### src/rtl/serial_msg_pkg.sv
// rtl/serial_msg_pkg.sv - shared state encoding and default header for the serial message transmitter/receiver
package serial_msg_pkg;

  localparam int HDR_MAX_BYTES = 16;

  // The header parameter is right-justified, so shorter strings are zero-padded on the left.
  localparam logic [8*HDR_MAX_BYTES-1:0] DEFAULT_START_MESSAGE = "KLMNO";

  localparam logic [2:0] ST_IDLE      = 3'd0;
  localparam logic [2:0] ST_HEADER    = 3'd1;
  localparam logic [2:0] ST_PAYLOAD   = 3'd2;
  localparam logic [2:0] ST_CHECKSUM  = 3'd3;
  localparam logic [2:0] ST_WAIT_DONE = 3'd4;

endpackage

### src/rtl/serial_msg_transmitter_if.sv
// rtl/serial_msg_transmitter_if.sv - byte link between the frame transmitter and serial_tx
interface serial_msg_transmitter_if;

  logic [7:0] tx_data;
  logic       tx_data_valid;
  logic       tx_done;

  modport master (output tx_data, output tx_data_valid, input tx_done);
  modport slave  (input tx_data, input tx_data_valid, output tx_done);

endinterface

### src/rtl/serial_msg_transmitter.sv
// rtl/serial_msg_transmitter.sv - frames header, payload and optional XOR checksum into
// one byte strobe at a time, waiting for serial_tx to finish each byte.
module serial_msg_transmitter
  import serial_msg_pkg::*;
#(
  parameter logic [8*HDR_MAX_BYTES-1:0] START_MESSAGE             = DEFAULT_START_MESSAGE,
  parameter int                         START_MESSAGE_LENGTH_BYTE = 5,
  parameter int                         PAYLOAD_LENGTH            = 8,
  parameter bit                         CHECKSUM_EN               = 1'b1
) (
  input  logic                          clk,
  input  logic                          reset_n,
  input  logic [PAYLOAD_LENGTH*8-1:0]   payload_in,
  input  logic                          send,
  output logic                          busy,
  output logic                          frame_done,
  serial_msg_transmitter_if.master      tx
);

  localparam int MAX_LEN = (START_MESSAGE_LENGTH_BYTE > PAYLOAD_LENGTH) ?
                           START_MESSAGE_LENGTH_BYTE : PAYLOAD_LENGTH;
  localparam int IDX_W   = $clog2(MAX_LEN + 1);

  localparam logic [IDX_W-1:0] HDR_LAST = IDX_W'(START_MESSAGE_LENGTH_BYTE - 1);
  localparam logic [IDX_W-1:0] PAY_LAST = IDX_W'(PAYLOAD_LENGTH - 1);
  localparam logic [IDX_W-1:0] IDX_ONE  = IDX_W'(1);

  logic [2:0]                  state;
  logic [2:0]                  resume_state;
  logic [IDX_W-1:0]            idx;
  logic [PAYLOAD_LENGTH*8-1:0] payload_q;
  logic [7:0]                  checksum;

  // Byte i counted from the most-significant end, so index 0 goes out first.
  function automatic logic [7:0] hdr_byte(input logic [IDX_W-1:0] i);
    logic [8*HDR_MAX_BYTES-1:0] sh;
    sh = START_MESSAGE >> (8 * (START_MESSAGE_LENGTH_BYTE - 1 - int'(i)));
    return sh[7:0];
  endfunction

  function automatic logic [7:0] pay_byte(input logic [PAYLOAD_LENGTH*8-1:0] p,
                                          input logic [IDX_W-1:0]            i);
    logic [PAYLOAD_LENGTH*8-1:0] sh;
    sh = p >> (8 * (PAYLOAD_LENGTH - 1 - int'(i)));
    return sh[7:0];
  endfunction

  always_ff @(posedge clk or negedge reset_n) begin
    if (!reset_n) begin
      state            <= ST_IDLE;
      resume_state     <= ST_IDLE;
      idx              <= '0;
      payload_q        <= '0;
      checksum         <= '0;
      busy             <= 1'b0;
      frame_done       <= 1'b0;
      tx.tx_data       <= '0;
      tx.tx_data_valid <= 1'b0;
    end else begin
      frame_done <= 1'b0;
      case (state)
        ST_IDLE: begin
          if (send) begin
            payload_q        <= payload_in;
            checksum         <= '0;
            busy             <= 1'b1;
            idx              <= '0;
            state            <= ST_HEADER;
            tx.tx_data       <= hdr_byte('0);
            tx.tx_data_valid <= 1'b1;
          end
        end

        // Strobe states: valid was raised on entry and lasts exactly this one cycle.
        ST_HEADER, ST_PAYLOAD, ST_CHECKSUM: begin
          tx.tx_data_valid <= 1'b0;
          resume_state     <= state;
          state            <= ST_WAIT_DONE;
        end

        ST_WAIT_DONE: begin
          if (tx.tx_done) begin
            case (resume_state)
              ST_HEADER: begin
                tx.tx_data_valid <= 1'b1;
                if (idx == HDR_LAST) begin
                  idx        <= '0;
                  state      <= ST_PAYLOAD;
                  tx.tx_data <= pay_byte(payload_q, '0);
                  checksum   <= checksum ^ pay_byte(payload_q, '0);
                end else begin
                  idx        <= idx + IDX_ONE;
                  state      <= ST_HEADER;
                  tx.tx_data <= hdr_byte(idx + IDX_ONE);
                end
              end

              ST_PAYLOAD: begin
                if (idx != PAY_LAST) begin
                  idx              <= idx + IDX_ONE;
                  state            <= ST_PAYLOAD;
                  tx.tx_data       <= pay_byte(payload_q, idx + IDX_ONE);
                  tx.tx_data_valid <= 1'b1;
                  checksum         <= checksum ^ pay_byte(payload_q, idx + IDX_ONE);
                end else if (CHECKSUM_EN) begin
                  idx              <= '0;
                  state            <= ST_CHECKSUM;
                  tx.tx_data       <= checksum;
                  tx.tx_data_valid <= 1'b1;
                end else begin
                  idx        <= '0;
                  state      <= ST_IDLE;
                  busy       <= 1'b0;
                  frame_done <= 1'b1;
                end
              end

              default: begin
                idx        <= '0;
                state      <= ST_IDLE;
                busy       <= 1'b0;
                frame_done <= 1'b1;
              end
            endcase
          end
        end

        default: begin
          state            <= ST_IDLE;
          busy             <= 1'b0;
          tx.tx_data_valid <= 1'b0;
        end
      endcase
    end
  end

endmodule

### src/flat_wrapper.sv
// flat-port wrapper written by rule: the top's interface ports become plain ports
module serial_msg_transmitter_flat import serial_msg_pkg::*;
#(
  parameter logic [8*HDR_MAX_BYTES-1:0] START_MESSAGE             = DEFAULT_START_MESSAGE,
  parameter int                         START_MESSAGE_LENGTH_BYTE = 5,
  parameter int                         PAYLOAD_LENGTH            = 8,
  parameter bit                         CHECKSUM_EN               = 1'b1
)
  (clk, reset_n, payload_in, send, busy, frame_done, tx_tx_data, tx_tx_data_valid, tx_tx_done);
  serial_msg_transmitter_if tx_i ();
  input  logic clk;
  input  logic reset_n;
  input  logic [PAYLOAD_LENGTH*8-1:0] payload_in;
  input  logic send;
  output logic busy;
  output logic frame_done;
  output wire logic [$bits(tx_i.tx_data)-1:0] tx_tx_data;
  output wire logic [$bits(tx_i.tx_data_valid)-1:0] tx_tx_data_valid;
  input wire logic [$bits(tx_i.tx_done)-1:0] tx_tx_done;
  assign tx_tx_data = tx_i.tx_data;
  assign tx_tx_data_valid = tx_i.tx_data_valid;
  assign tx_i.tx_done = tx_tx_done;
  serial_msg_transmitter #(.START_MESSAGE(START_MESSAGE), .START_MESSAGE_LENGTH_BYTE(START_MESSAGE_LENGTH_BYTE), .PAYLOAD_LENGTH(PAYLOAD_LENGTH), .CHECKSUM_EN(CHECKSUM_EN)) u_core (.clk(clk), .reset_n(reset_n), .payload_in(payload_in), .send(send), .busy(busy), .frame_done(frame_done), .tx(tx_i));
endmodule
### config.mk
export PLATFORM = sky130hd
export DESIGN_NAME = serial_msg_transmitter_flat
export DESIGN_NICKNAME = d
export VERILOG_FILES = /design/src/rtl/serial_msg_pkg.sv /design/src/rtl/serial_msg_transmitter_if.sv /design/src/rtl/serial_msg_transmitter.sv /design/src/flat_wrapper.sv
export SDC_FILE = /design/constraint.sdc
export NUM_CORES = 1
export LEC_CHECK = 0
export CORE_UTILIZATION = 53
export DETAILED_ROUTE_END_ITERATION = 8
export GPL_TIMING_DRIVEN = 0
export PLACE_DENSITY = 0.78
export SLEW_MARGIN = 20
export SYNTH_ARGS = -nofsm -noshare
export SYNTH_HDL_FRONTEND = slang
export SYNTH_SLANG_ARGS = --single-unit
### constraint.sdc
create_clock -name clk -period 3.7 [get_ports clk]
set_input_delay 1.11 -clock clk [delete_from_list [all_inputs] [get_ports clk]]
set_output_delay 1.11 -clock clk [all_outputs]
set_load 0.05 [all_outputs]
# [Yosys cells after proc, flatten, opt, wreduce, memory -nomap -nowiden]
# Index checks and enable logic that the tools add are counted.
[totals] reg_bits=93 input_bits=68 out_inout_bits=11 elab_cells=77
[op_classes] addsub=3 n_eq_ne=15 shift=2 muxes=34 bitwise_logic=3 n_reduce_logical=11
[op_table] op="two-way mux 8 bit" count=8
[op_table] op="case mux 8 bit (2 select lines)" count=4
[op_table] op="right shift 64 x 32 -> 8 bit" count=1
[op_table] op="right shift 39 x 32 -> 8 bit (first input constant)" count=1
[op_table] op="two-way mux 4 bit" count=4
[op_table] op="case mux 4 bit (2 select lines)" count=2
[op_table] op="bitwise XOR 8 bit" count=2
[op_table] op="subtractor 3 x 4 -> 5 bit (first input constant)" count=2
[op_table] op="equality test 3 x 2 -> 1 bit (second input constant)" count=3
[op_table] op="two-way mux 1 bit" count=9
[op_table] op="!= test 3 x 2 -> 1 bit (second input constant)" count=3
[op_table] op="case mux 3 bit (3 select lines)" count=1
[op_table] op="!= test 2 bit (second input constant)" count=4
[op_table] op="AND reduction 4 bit" count=2
[op_table] op="equality test 3 x 1 -> 1 bit (second input constant)" count=2
[op_table] op="two-way mux 3 bit" count=2
[op_table] op="case mux 3 bit (2 select lines)" count=1
[op_table] op="AND reduction 3 bit" count=2
[op_table] op="AND reduction 6 bit" count=1
[op_table] op="adder 4 x 1 -> 4 bit (second input constant)" count=1
[op_table] op="equality test 4 x 3 -> 1 bit (second input constant)" count=1
[op_table] op="!= test 4 x 3 -> 1 bit (second input constant)" count=1
[op_table] op="AND reduction 2 bit" count=2
[op_table] op="equality test 3 bit (second input constant)" count=1
[op_table] op="other kinds (8)" count=8

# [Depth between registers and ports, before layout]
[logic_depth] ltp_word=8 depth_mapped=10 mapped_depth_nobuf=7

# [Worst setup path before layout]
# No wires, ideal clock.
[synth_path] path_type="flip-flop to flip-flop" startpoint="reg u_core.idx[0]" endpoint="reg u_core.tx.tx_data[0]" setup_ns=0.121 arrival_time_ns=2.544 t_required_ns=3.579 path_slack_ns=1.035 path_stages_with_launch=10 path_buffers=3 synth_period_minus_slack_ns=2.665 path_cell_list="dfrtp_1 > clkbuf_1 > inv_2 > ha_1 > buf_6 > buf_8 > mux2_4 > mux4_2 > a221o_1 > o22a_1"
[synth_between] elab_chain_cells=7 elab_cells_between_ends=12
[synth_rtl] element="from (decl)" line="serial_msg_transmitter.sv:30" source="logic [IDX_W-1:0] idx;"
[synth_rtl] element="from (signal assigned)" line="serial_msg_transmitter.sv:92" source="idx <= idx + IDX_ONE;"
[synth_rtl] element="from (signal assigned)" line="serial_msg_transmitter.sv:100" source="idx <= idx + IDX_ONE;"
[synth_rtl] element="adder 4 x 1 -> 4 bit" line="serial_msg_transmitter.sv:94, serial_msg_transmitter.sv:102"
[synth_rtl] element="subtractor 3 x 4 -> 5 bit, on equally long branches" line="serial_msg_transmitter.sv:44, serial_msg_transmitter.sv:37"
[synth_rtl] element="right shift 64 x 32 -> 8 bit / right shift 39 x 32 -> 8 bit (equally long branches)" line="serial_msg_transmitter.sv:44, serial_msg_transmitter.sv:37"
[synth_rtl] element="two-way mux 8 bit, on equally long branches" line="serial_msg_transmitter.sv:99, serial_msg_transmitter.sv:86"
[synth_rtl] element="case mux 8 bit (2 select lines) (*)" line="serial_msg_transmitter.sv:83" source="case (resume_state)"
[synth_rtl] element="two-way mux 8 bit (*)" line="serial_msg_transmitter.sv:82" source="if (tx.tx_done) begin"
[synth_rtl] element="case mux 8 bit (2 select lines) (*)" line="serial_msg_transmitter.sv:61" source="case (state)"
[synth_rtl] element="to (signal assigned)" line="serial_msg_transmitter.sv:69" source="tx.tx_data <= hdr_byte('0);"
[synth_rtl] element="to (signal assigned)" line="serial_msg_transmitter.sv:89" source="tx.tx_data <= pay_byte(payload_q, '0);"
[synth_rtl] element="to (signal assigned)" line="serial_msg_transmitter.sv:102" source="tx.tx_data <= pay_byte(payload_q, idx + IDX_ONE);"
[synth_rtl] element="to (decl)" line="serial_msg_transmitter_if.sv:8" source="modport master (output tx_data, output tx_data_valid, input tx_done);"
# Mark *: on every way between the ends. The rest lies on a longest branch, timed or not. The select of a mux whose other input is x is not followed.
# A chain may end at the register's enable or synchronous reset.

# [Worst setup path after layout]
[layout_path] startpoint="reg u_core.idx[0]" endpoint="reg u_core.tx.tx_data[2]"
# The elaborated chain is that of the path after synthesis.

==> results.json <==
{
  "status": "finished clean",
  "cp_max_fo": 10,
  "fin_crit_sh_pct": 80.3,
  "synth.avg_cell_area_sq_um": 12.8,
  "io-pin-count": 79,
  "ys_types": 49,
  "path_class": "reg -> reg",
  "post_cts_buffers": 0,
  "dr_wl_met3_um": 457,
  "drive_gt1_share_pct": 29.7,
  "dieWidth_um": 96.3,
  "area_growth_syn_to_layout_pct": 23.5,
  "crit_required_ps": 3950,
  "grt_use_total_pct": 25.1,
  "nFillCells": 663,
  "startpoint_type": "register",
  "clock_latency_ps": 360,
  "met1_length_um": 4730,
  "cts_tree": "yes",
  "wl_per_cell_um": 18.7,
  "ctsLongestPathBuffers": 2,
  "nets": 529,
  "multi_input_area_sq_um": 2230,
  "slew_violations": 0,
  "synthTopCellsByCount": "93 x dfrtp_1, 74 x mux2_2, 22 x a21oi_1",
  "skew_ps": 7.98,
  "ys_top_cells_by_area": "dfrtp_1 49%, mux2_2 18%, mux2_4 3.8%",
  "cts-root-buf": "clkbuf_8",
  "critPathMaxStageDelay_ps": 520,
  "critPathTopFamily": "multiplexers",
  "synth_area_leader_cell": "dfrtp_1",
  "ys_seq_elements": 93,
  "antenna_found_initial": 0,
  "initial_utilization_pct": 54.3,
  "ys_warn_count": 0,
  "synth_cells": 368,
  "core_sq_um": 8680,
  "period_needed_ps": 2970,
  "numCtsBuffers": 9,
  "crit_buf_inv": 4,
  "yosysMostFrequentCell": "dfrtp_1",
  "cp-end-kind": "register",
  "drv_cap": 0,
  "holdWs_ps": 504,
  "arrival_ps": 3230,
  "finalWirelength_um": 10600,
  "h-tree-depth": 3,
  "crit_chain": "clkbuf_1, inv_2, ha_1, buf_6, buf_6, mux2_1, mux4_2, a21oi_1, nor3_1, a22o_1",
  "drtPass1Iterations": 4,
  "numClockSinks": 93,
  "via_per_inst": 5.78,
  "synthArstFlopShare_pct": 100,
  "holdCritPathClass": "reg -> reg",
  "fmax_mhz": 336,
  "tightest_slew_ps": 720,
  "die_height_um": 96.3,
  "path_common_cell": "buf_6",
  "rsz0062_at_grt": "no",
  "grt_pass1_wl_um": 17100,
  "final_hold_viol_count": 0,
  "hpwl_um": 8020,
  "syn-cell-area_sq_um": 4720,
  "drc_errors": 0,
  "io_buffers": 78,
  "p_total_mw": 4.65,
  "synthFlopType": "dfrtp_1",
  "grt_pass1_vias": 3343,
  "cts-resized-gates": 0,
  "hold_buffers": 0,
  "drt_iter0_drc": 148,
  "overflow": 0,
  "dieArea_sq_um": 9280,
  "p_leak_nw": 2.40,
  "syn-num-nets": 439,
  "highest_layer": "met4",
  "insertedDiodeCount": 0,
  "ant_nets": 0,
  "ys_seq_area_share_pct": 49.3,
  "rows": 34,
  "clkTransAtPathRegs_ps": 90,
  "grt_max_degree": 65,
  "globalplace.congestion": 0.823,
  "num_vias": 3292,
  "wl_met2_um": 5280,
  "slowest_stage": "mux4_2",
  "synth_top_area_share_pct": 49.3,
  "peakVddDrop_v": 0.000366,
  "setup_violations": 0,
  "slew_headroom_pct": 51.9,
  "ff_latch_area_sq_um": 2330,
  "synth_edf_count": 0,
  "p_per_area_nw_per_um2": 798
}
-- layout by cell type, fill, tap and decap left out, drive strengths merged, types with 3 or more instances in the layout --
master	Yosys	final
mux2	96	96
dfrtp	93	93
clkdlybuf4s50	0	77
a21oi	22	22
buf	18	20
nand2	18	18
o21ai	16	16
clkbuf	3	12
nor2b	10	10
or3	10	10
mux4	8	8
a31oi	8	8
nand2b	7	7
nor2	6	6
inv	4	5
a221o	4	4
nand3	4	4
o22a	4	4
a21o	4	4
clkinv	0	4
o221ai	3	3
o2bb2ai	3	3
nand3b	3	3
ha	3	3
-- through the flow --
stage	setup WS [ps]	instances	TNS, ps	area [sq um]	util [%]
6_report	728	570	0	5820	67.1
2_1_floorplan	1040	368	0	4720	-
4_1_cts	700	570	0	5820	67.1
3_5_place_dp	540	555	0	5660	65.2
3_3_place_gp	-1870	554	-172950	5630	64.9
5_1_grt	558	570	0	5820	67.1
-- routing by layer --
metal	vias up	GRT usage, %
met5	-	0
met4	0	8.70
met3	19	4.58
met2	76	42.0
met1	1663	32.8
li1	1534	-
-- state kept, by name (all words and copies together) (netlist names) --
| signal | cells |
|---|---|
| u_core.tx.tx_data | 8 |
| u_core.resume_state | 3 |
| u_core.frame_done | 1 |
| u_core.busy | 1 |
| u_core.payload_q | 64 |
| u_core.tx.tx_data_valid | 1 |
| u_core.state | 3 |
| u_core.idx | 4 |
| u_core.checksum | 8 |
-- worst paths after layout --
kind / start / end / slack [ps] / depth (start not counted)
worst max-delay path: u_core.idx[0]$_DFFE_PN0P_ / u_core.tx.tx_data[2]$_DFFE_PN0P_ / 730 / 10
min in group asynchronous: reset_n / u_core.tx.tx_data[1]$_DFFE_PN0P_ / 610 / 1
worst min register to register: u_core.tx.tx_data[5]$_DFFE_PN0P_ / u_core.tx.tx_data[5]$_DFFE_PN0P_ / 500 / 1
worst min-delay path: u_core.tx.tx_data[5]$_DFFE_PN0P_ / u_core.tx.tx_data[5]$_DFFE_PN0P_ / 500 / 1
max in group asynchronous: reset_n / u_core.idx[1]$_DFFE_PN0P_ / 2490 / 2
worst max register to register: u_core.idx[0]$_DFFE_PN0P_ / u_core.tx.tx_data[2]$_DFFE_PN0P_ / 730 / 10
-- final cells by class --
cell class	instances	share of cell area, %
multi-input combinational	250	38.3
buffer	21	2.41
timing repair buffer	79	13.9
clock buffer	9	2.13
sequential	93	40.0
tap	108	2.32
inverter	4	0.258
clock inverter	6	0.687
-- where the power goes --
| part | internal (mW) | total (mW) | switching [mW] |
|---|---|---|---|
| logic | 1.29 | 2.31 | 1.02 |
| clock network | 0.241 | 0.609 | 0.368 |
| registers | 1.45 | 1.73 | 0.272 |
-- logic make-up (layout without fill, tap and decap cells) --
family / after synthesis / after routing / share of synthesized area (%)
multiplexers: 106 / 106 / 28.1
adder cells (fa/ha/maj): 3 / 3 / 0.796
XOR/XNOR: 2 / 2 / 0.531
AO/OA/AOI/OAI: 69 / 69 / 9.42
buffers and inverters: 25 / 119 / 3.29
flip-flops: 93 / 93 / 49.3
AND/OR/NAND/NOR: 70 / 70 / 8.49
Note: power is estimated with default switching activity, not from simulation.
